File: src/rtl/operand_loader.sv
// operand_loader: debounced sequential entry of X, Y and carry-in for the adder lab datapath.
module operand_loader #(
    parameter int WIDTH = 4,
    parameter int DEBOUNCE_CYCLES = 500000
) (
    input  logic             CLOCK_50,
    input  logic             Reset,
    input  logic             KEY,
    input  logic [WIDTH:0]   SW,
    output logic [WIDTH-1:0] X,
    output logic [WIDTH-1:0] Y,
    output logic             Cin,
    output logic             Valid,
    output logic [1:0]       Phase
);
    localparam int CW = $clog2(DEBOUNCE_CYCLES);
    localparam logic [CW-1:0] LAST = CW'(DEBOUNCE_CYCLES - 1);
    typedef enum logic [1:0] {LOAD_X = 2'd0, LOAD_Y = 2'd1, SHOW = 2'd2} state_t;
    logic key_s1, key_s2, db, press, settle;
    logic [CW-1:0] cnt;
    state_t state, next;
    assign settle = (key_s2 != db) && (cnt == LAST);
    always_ff @(posedge CLOCK_50) begin
        if (Reset) begin
            key_s1 <= 1'b1;
            key_s2 <= 1'b1;
            db     <= 1'b1;
            cnt    <= '0;
            press  <= 1'b0;
        end else begin
            key_s1 <= KEY;
            key_s2 <= key_s1;
            cnt    <= (key_s2 == db || settle) ? '0 : cnt + CW'(1);
            db     <= settle ? key_s2 : db;
            // only the released-to-pressed transition of the debounced level is an event
            press  <= settle && db;
        end
    end
    always_comb begin
        next = state;
        case (state)
            LOAD_X:  next = press ? LOAD_Y : LOAD_X;
            LOAD_Y:  next = press ? SHOW : LOAD_Y;
            SHOW:    next = press ? LOAD_X : SHOW;
            default: next = LOAD_X;
        endcase
    end
    always_ff @(posedge CLOCK_50) begin
        if (Reset) begin
            state <= LOAD_X;
            X     <= '0;
            Y     <= '0;
            Cin   <= 1'b0;
            Valid <= 1'b0;
        end else begin
            state <= next;
            if (press && state == LOAD_X) X <= SW[WIDTH-1:0];
            if (press && state == LOAD_Y) begin
                Y     <= SW[WIDTH-1:0];
                Cin   <= SW[WIDTH];
                Valid <= 1'b1;
            end
            if (press && state == SHOW) Valid <= 1'b0;
        end
    end
    assign Phase = state;
endmodule

File: config.mk
export PLATFORM = sky130hd
export DESIGN_NAME = operand_loader
export DESIGN_NICKNAME = d
export VERILOG_FILES = /design/src/rtl/operand_loader.sv
export SDC_FILE = /design/constraint.sdc
export NUM_CORES = 1
export LEC_CHECK = 0
export CORE_MARGIN = 1.5
export CORE_UTILIZATION = 51
export DETAILED_ROUTE_END_ITERATION = 12
export DONT_BUFFER_PORTS = 1
export PLACE_DENSITY = 0.66
export SYNTH_ARGS = -nofsm -noshare
export SYNTH_HDL_FRONTEND = slang
export SYNTH_SLANG_ARGS = --single-unit
File: constraint.sdc
create_clock -name CLOCK_50 -period 2.3 [get_ports CLOCK_50]
set_clock_uncertainty 0.15 [all_clocks]
set_input_delay 0.345 -clock CLOCK_50 [delete_from_list [all_inputs] [get_ports CLOCK_50]]
set_output_delay 0.345 -clock CLOCK_50 [all_outputs]
set_load 0.005 [all_outputs]
==> results.ini <==
[synth]
syn_avg_cell_area_um2 = 9.36
yosys.area.top_type = dfxtp_1
synth_top_area_share_pct = 48.3
synth_top_flop_cell = dfxtp_1
synthTopCellsByCount = dfxtp_1, nor2_1, xnor2_1
synth_edf_count = 0
post_synth_num_cell_types = 31
yosysWarnings = 0
yosysMostFrequentCell = dfxtp_1
yosysSeqAreaShare_pct = 48.3
ys_seq_elements = 35
synthArstFlopShare_pct = 0
synth_nets = 164
post_synth_instance_area_um2 = 1450
synth.area.top_cells = dfxtp_1, xnor2_1, nor2_1
synthCells = 155

[global_routing]
antenna_found_initial = 0
grtUsageTotal_pct = 17.9
grt_pass1_wl_um = 4290
grt_overflow_total = 0
grt_pass1_vias = 957
grt_start_max_net_pins = 19

[setup_path]
startpoint_type = flop
reg2reg_from = cnt[0]$_SDFF_PP0_
critPathArrivalTime_ns = 2.15
path_cells = ha_1 -> nand3_2 -> or4_1 -> or3_1 -> a21oi_1
cpPeakStageDelay_ns = 0.56
worstSetupPathType = flop to flop
cp-startpoint = cnt[0]$_SDFF_PP0_
critPathRequiredTime_ns = 2.42
crit_fanout = 7
cp-end-kind = flop
cpMaxStageDelayCell = or4_1

[clock_tree]
cts_setup_buffers = 0
worstSkewPairLatency_ns = 0.33
numCtsBuffers = 5
cts_tree = done
clk_pin_slew_worst_paths_ns = 0.10
cts_root_buf = clkbuf_4
cts.sinks = 35
htree_levels = 2
cts_buffer_depth = 2

[pwr]
leakage_uw = 0.000551
power.internal_uw = 879
vdd_drop_max_v = 0.000570
swShare_pct = 19.4
clockPowerShare_pct = 41.6
p_per_area_nw_per_um2 = 665
combPwrFrac_pct = 2.3
power.switching_uw = 211
seqPwrFrac_pct = 56.2

[placed_design]
routabilityCongestion = 0.848
dp.cells = 184
portBuffers = 0
hpwl_um = 1730

[detailed_routing]
avgRoutedWirePerCell_um = 12.7
vias_per_cell = 5.42
drt-total-wl_um = 2530
first_iter_violations = 62
drc = 0
vias = 1078
drtPass1Iterations = 4
ant_nets = 0

[sta]
hold_viol = 0
min_period_over_period_pct = 88.3
relSlewSlack_pct = 65.3
final-max-slew-violation-count = 0
whs_ns = 0.0166
fmax_ghz = 0.492
rsz0062_at_grt = false
fin_tns_setup_ns = 0
setup_viol = 0
period_needed_ns = 2.03
worst_pin_slew_ns = 0.519

[cells_and_area]
instances_no_fill = 199
syn_to_final_growth_pct = 13.1
fin_nets = 176
antenna-diode-count = 0
drive_above_1_share_pct = 10.7
fillers = 249

[outcome]
outcome = complete, no violations

[flow_run]
maxCapViolCount = 0

[floorplanning]
dieArea_um2 = 3170
pin_count = 20
dieHeight_um = 56.3
start_util_pct = 53.0
die_w_um = 56.3
rows = 19
coreArea_um2 = 2730

[worst_hold_path]
hp-start = SW[3]
hold_class = input port to flop

[power groups by stage]
stage | clock network [µW] | registers [µW] | logic, µW
2_1_floorplan | 0 | 626 | 13.2
3_3_place_gp | 0 | 626 | 11.1
3_5_place_dp | 0 | 626 | 12.0
4_1_cts | 474 | 613 | 25.0
5_1_grt | 492 | 613 | 29.0
6_report | 453 | 613 | 24.9
[repair_timing]
item	in CTS	in global routing
gates resized for setup	0	0
hold buffers	7	0
hold endpoints to repair	16	0
[critical path, delay by kind of cell, from the launching register on]
family                   cells  cell delay, ns
AO/OA/AOI/OAI                1            0.14
adder cells (fa/ha/maj)      1            0.24
flip-flops                   1            0.42
AND/OR/NAND/NOR              3            1.03
[flip-flops by register name, indices dropped and copies added, names as in the netlist]
register,cells
press,1
db,1
key_s2,1
Y,4
Cin,1
cnt,19
X,4
Valid,1
Phase,2
key_s1,1
[worst paths after layout]
check             slack (ns)                  to  cells after the start
setup reg to reg        0.27  cnt[18]$_SDFF_PP0_                      5
hold / removal          0.02   X[3]$_SDFFE_PP0P_                      2
hold reg to reg         0.28   key_s2$_SDFF_PP1_                      1
setup / recovery        0.27  cnt[18]$_SDFF_PP0_                      5
[cell usage in the layout (no fill, tap or decap), drive strengths merged]
cell type,instances
mux2i,9
nor4bb,1
nand2,4
nand4bb,1
o21ai,4
and3,1
nand3,9
or3,4
nand2b,1
ha,1
dlygate4sd3,7
bufinv,1
a21oi,5
buf,1
inv,6
or2,2
dfxtp,35
xnor2,14
clkbuf,6
or4,2
nor4,6
nand4,5
clkinv,1
xor2,3
nand3b,1
nor2,32
nor3,6
[cell type report]
class / count / area, µm² / share of cell area (%)
Multi-Input combinational cell: 111 / 714 / 43.6
Sequential cell: 35 / 701 / 42.7
Timing Repair Buffer: 8 / 77.6 / 4.73
Clock buffer: 6 / 51.3 / 3.13
Tap cell: 31 / 38.8 / 2.36
Clock inverter: 2 / 35.0 / 2.14
Inverter: 6 / 22.5 / 1.37
[metrics by stage]
step           util, %  instance area [µm²]  total power, µW  worst slack, ns
2_1_floorplan        -                 1450              639            0.309
6_report          60.0                 1640             1090            0.269
3_3_place_gp      54.3                 1480              637            0.331
5_1_grt           60.0                 1640             1130            0.151
4_1_cts           60.0                 1640             1110            0.259
3_5_place_dp      54.3                 1480              638            0.266
[cell families (layout without fill, tap and decap cells)]
| kind of cell | after synthesis | count (layout) | synth area share (%) |
|---|---|---|---|
| adders and majority gates | 1 | 1 | 0.863 |
| DFF | 35 | 35 | 48.3 |
| muxes | 9 | 9 | 6.21 |
| xor gates and xnor gates | 17 | 17 | 10.3 |
| buffers and inverters | 9 | 22 | 2.42 |
| and+or+nand+nor | 75 | 75 | 28.3 |
| AOI/OAI and AO/OA | 9 | 9 | 3.62 |
[routing by layer]
| layer | up-vias | share of wire (%) | GRT usage (%) |
|---|---|---|---|
| met4 | 0 | 2.1 | 9.18 |
| met2 | 26 | 49 | 28.4 |
| met3 | 5 | 5.1 | 6.22 |
| met1 | 493 | 44 | 21.6 |
| li1 | 554 | - | - |
| met5 | - | 0 | 0 |
(Power assumes the default switching activity.)
==> RTL edit, RTL diff (config.mk and constraints unchanged) <==
Make the reset (`Reset`) asynchronous in 2 clocked blocks.
--- a/src/rtl/operand_loader.sv
+++ b/src/rtl/operand_loader.sv
@@ -22,3 +22,3 @@
     assign settle = (key_s2 != db) && (cnt == LAST);
-    always_ff @(posedge CLOCK_50) begin
+    always_ff @(posedge CLOCK_50 or posedge Reset) begin
         if (Reset) begin
@@ -47,3 +47,3 @@
     end
-    always_ff @(posedge CLOCK_50) begin
+    always_ff @(posedge CLOCK_50 or posedge Reset) begin
         if (Reset) begin
Function: no difference found for any inputs over 10 cycles, from zero or initial values and one cycle with Reset high; that may be too few to reach the edited logic, so the function may still have changed.
==> RTL edit against the original RTL <==
Design area grew 6.6%. Synthesized area grew 7.9%. Count of clock-buffer cells in the layout grew 2. Routed wire length up 6.7%. Worst setup slack improved by 54 ps. Power fell by 4.2%. First-iteration DRC count fell by 56%. Sequential cell count is the same. Utilization is 1.8 points higher. Via count about the same. Sequential power up 3.6%.
==> RTL edit: results (changes against the original RTL) <==
- Status: completed
- Via density: 5.76 (+6.3%)
- Share of cells above drive strength 1: 17.9% (+7.2 points)
- Ys async rst share: 100% (+100 points)
- Avg Cell Area, Syn: 11.1 sq um (+19%)
- Wire per inst: 14.4 um (+14%)
- Vias in the first global route: 1074 (+12%)
- Gp weighted congestion: 0.861 (+1.5%)
- Clock latency on the worst-skew pair: 330 ps (about the same)
- RR Startpoint: cnt[9]$_DFF_PP0_
- Seq/Total Area, Yosys: 56.2% (+7.9 points)
- DP Wirelength: 1890 um (+9.7%)
- GRT Util Overall: 18.3% (+0.40 points)
- Syn_nets: 150 (-8.5%)
- Hold Path Class: reg -> reg
- H-tree lvl count: 2 (unchanged)
- Worst-path fanout max: 6 (-1)
- Nets@finish: 164 (-6.8%)
- Crit path capture: cnt[16]$_DFF_PP0_
- Peak supply drop: 371 uV (-35%)
- Initial DRC Count: 27 (-56%)
- Synth top cells by count: dfrtp_1, nor2_1, xnor2_1
- Leak: 0.738 nW (+34%)
- Worst path arrival time: 2080 ps (-70 ps)
- Top cells by area, synth: dfrtp_1, mux2_2, xnor2_1
- Placed Instances: 172 (-6.5%)
- CP max-delay cell: or4_4
- First-pass GRT wire length: 4640 um (+8.2%)
- R2R depth: 4 (-1)
- Rel. slew slack: 72.1% (+6.8 points)
- Synth top area share: 51.2% (+2.9 points)
- DRT Wirelength: 2700 um (+6.7%)
- R2r setup slk: 320 ps (+50 ps)
- Largest net degree at the start of global routing: 36 (+17)
- Synth unique cells: 30 (-3.2%)
## RTL edit: power breakdown
part / internal [W] / switching [W]
Clock: 0.000180 / 0.000188
Combinational: 0.0000185 / 0.0000236
Sequential: 0.000627 / 0.00000838
Total: 0.000825 / 0.000220
## RTL edit: worst min-delay path by stage
| stage | start | endpoint | slack, ps | cells after the start |
|---|---|---|---|---|
| floorplan | key_s1$_DFF_PP1_ | key_s2$_DFF_PP1_ | 200 | 0 |
| global placement | Reset | Valid$_DFFE_PP0P_ | 200 | 2 |
| CTS | SW[0] | X[0]$_DFFE_PP0P_ | 1 | 1 |
| finish | key_s1$_DFF_PP1_ | key_s2$_DFF_PP1_ | 210 | 0 |
| global route | key_s1$_DFF_PP1_ | key_s2$_DFF_PP1_ | 220 | 0 |
| detailed placement | key_s1$_DFF_PP1_ | key_s2$_DFF_PP1_ | 200 | 0 |
## RTL edit: cell families after synthesis
group	share of synthesized area [%]
xor gates and xnor gates	8.96
AOI/OAI and AO/OA	2.48
adders and majority gates	0.800
and+or+nand+nor	21.8
buffers and inverters	1.92
DFF	56.2
muxes	7.84
## RTL edit: what timing repair did
action / in CTS / in global routing
endpoints found under the setup margin: 0 / 0
hold buffers: 2 / 5
endpoints found under the hold margin: 33 / 9
## RTL edit: stage by stage
stage	total power, W	hold WS (ps)	setup WS [ps]	area, sq um	utilization [%]
2_1_floorplan	0.000670	195	437	1560	-
3_3_place_gp	0.000679	196	413	1610	56.9
3_5_place_dp	0.000681	197	345	1610	56.9
4_1_cts	0.00106	1.03	330	1700	60.1
5_1_grt	0.00110	216	222	1750	61.8
6_report	0.00104	212	323	1750	61.8
## RTL edit: final cells by class
| cell class | instances | area [sq um] |
|---|---|---|
| Fill cell | 236 | 1080 |
| Tap cell | 31 | 38.8 |
| Timing Repair Buffer | 10 | 92.6 |
| Inverter | 4 | 15.0 |
| Multi-Input combinational cell | 99 | 654 |
| Sequential cell | 35 | 880 |
| Clock buffer | 8 | 68.8 |
## RTL edit: per-layer routing
metal / global-route usage (%) / share of wire, % / vias to the layer above
met5: 0 / 0 / -
met4: 7.64 / 2.0 / 0
met3: 6.81 / 4.2 / 7
met2: 29.9 / 50 / 24
met1: 21.9 / 44 / 530
li1: - / - / 516
## RTL edit: worst max-delay path: cells and delay by family (launching register included)
family	cells	cell delay (ps)
AOI/OAI and AO/OA	1	140
DFF	1	490
and+or+nand+nor	3	1120
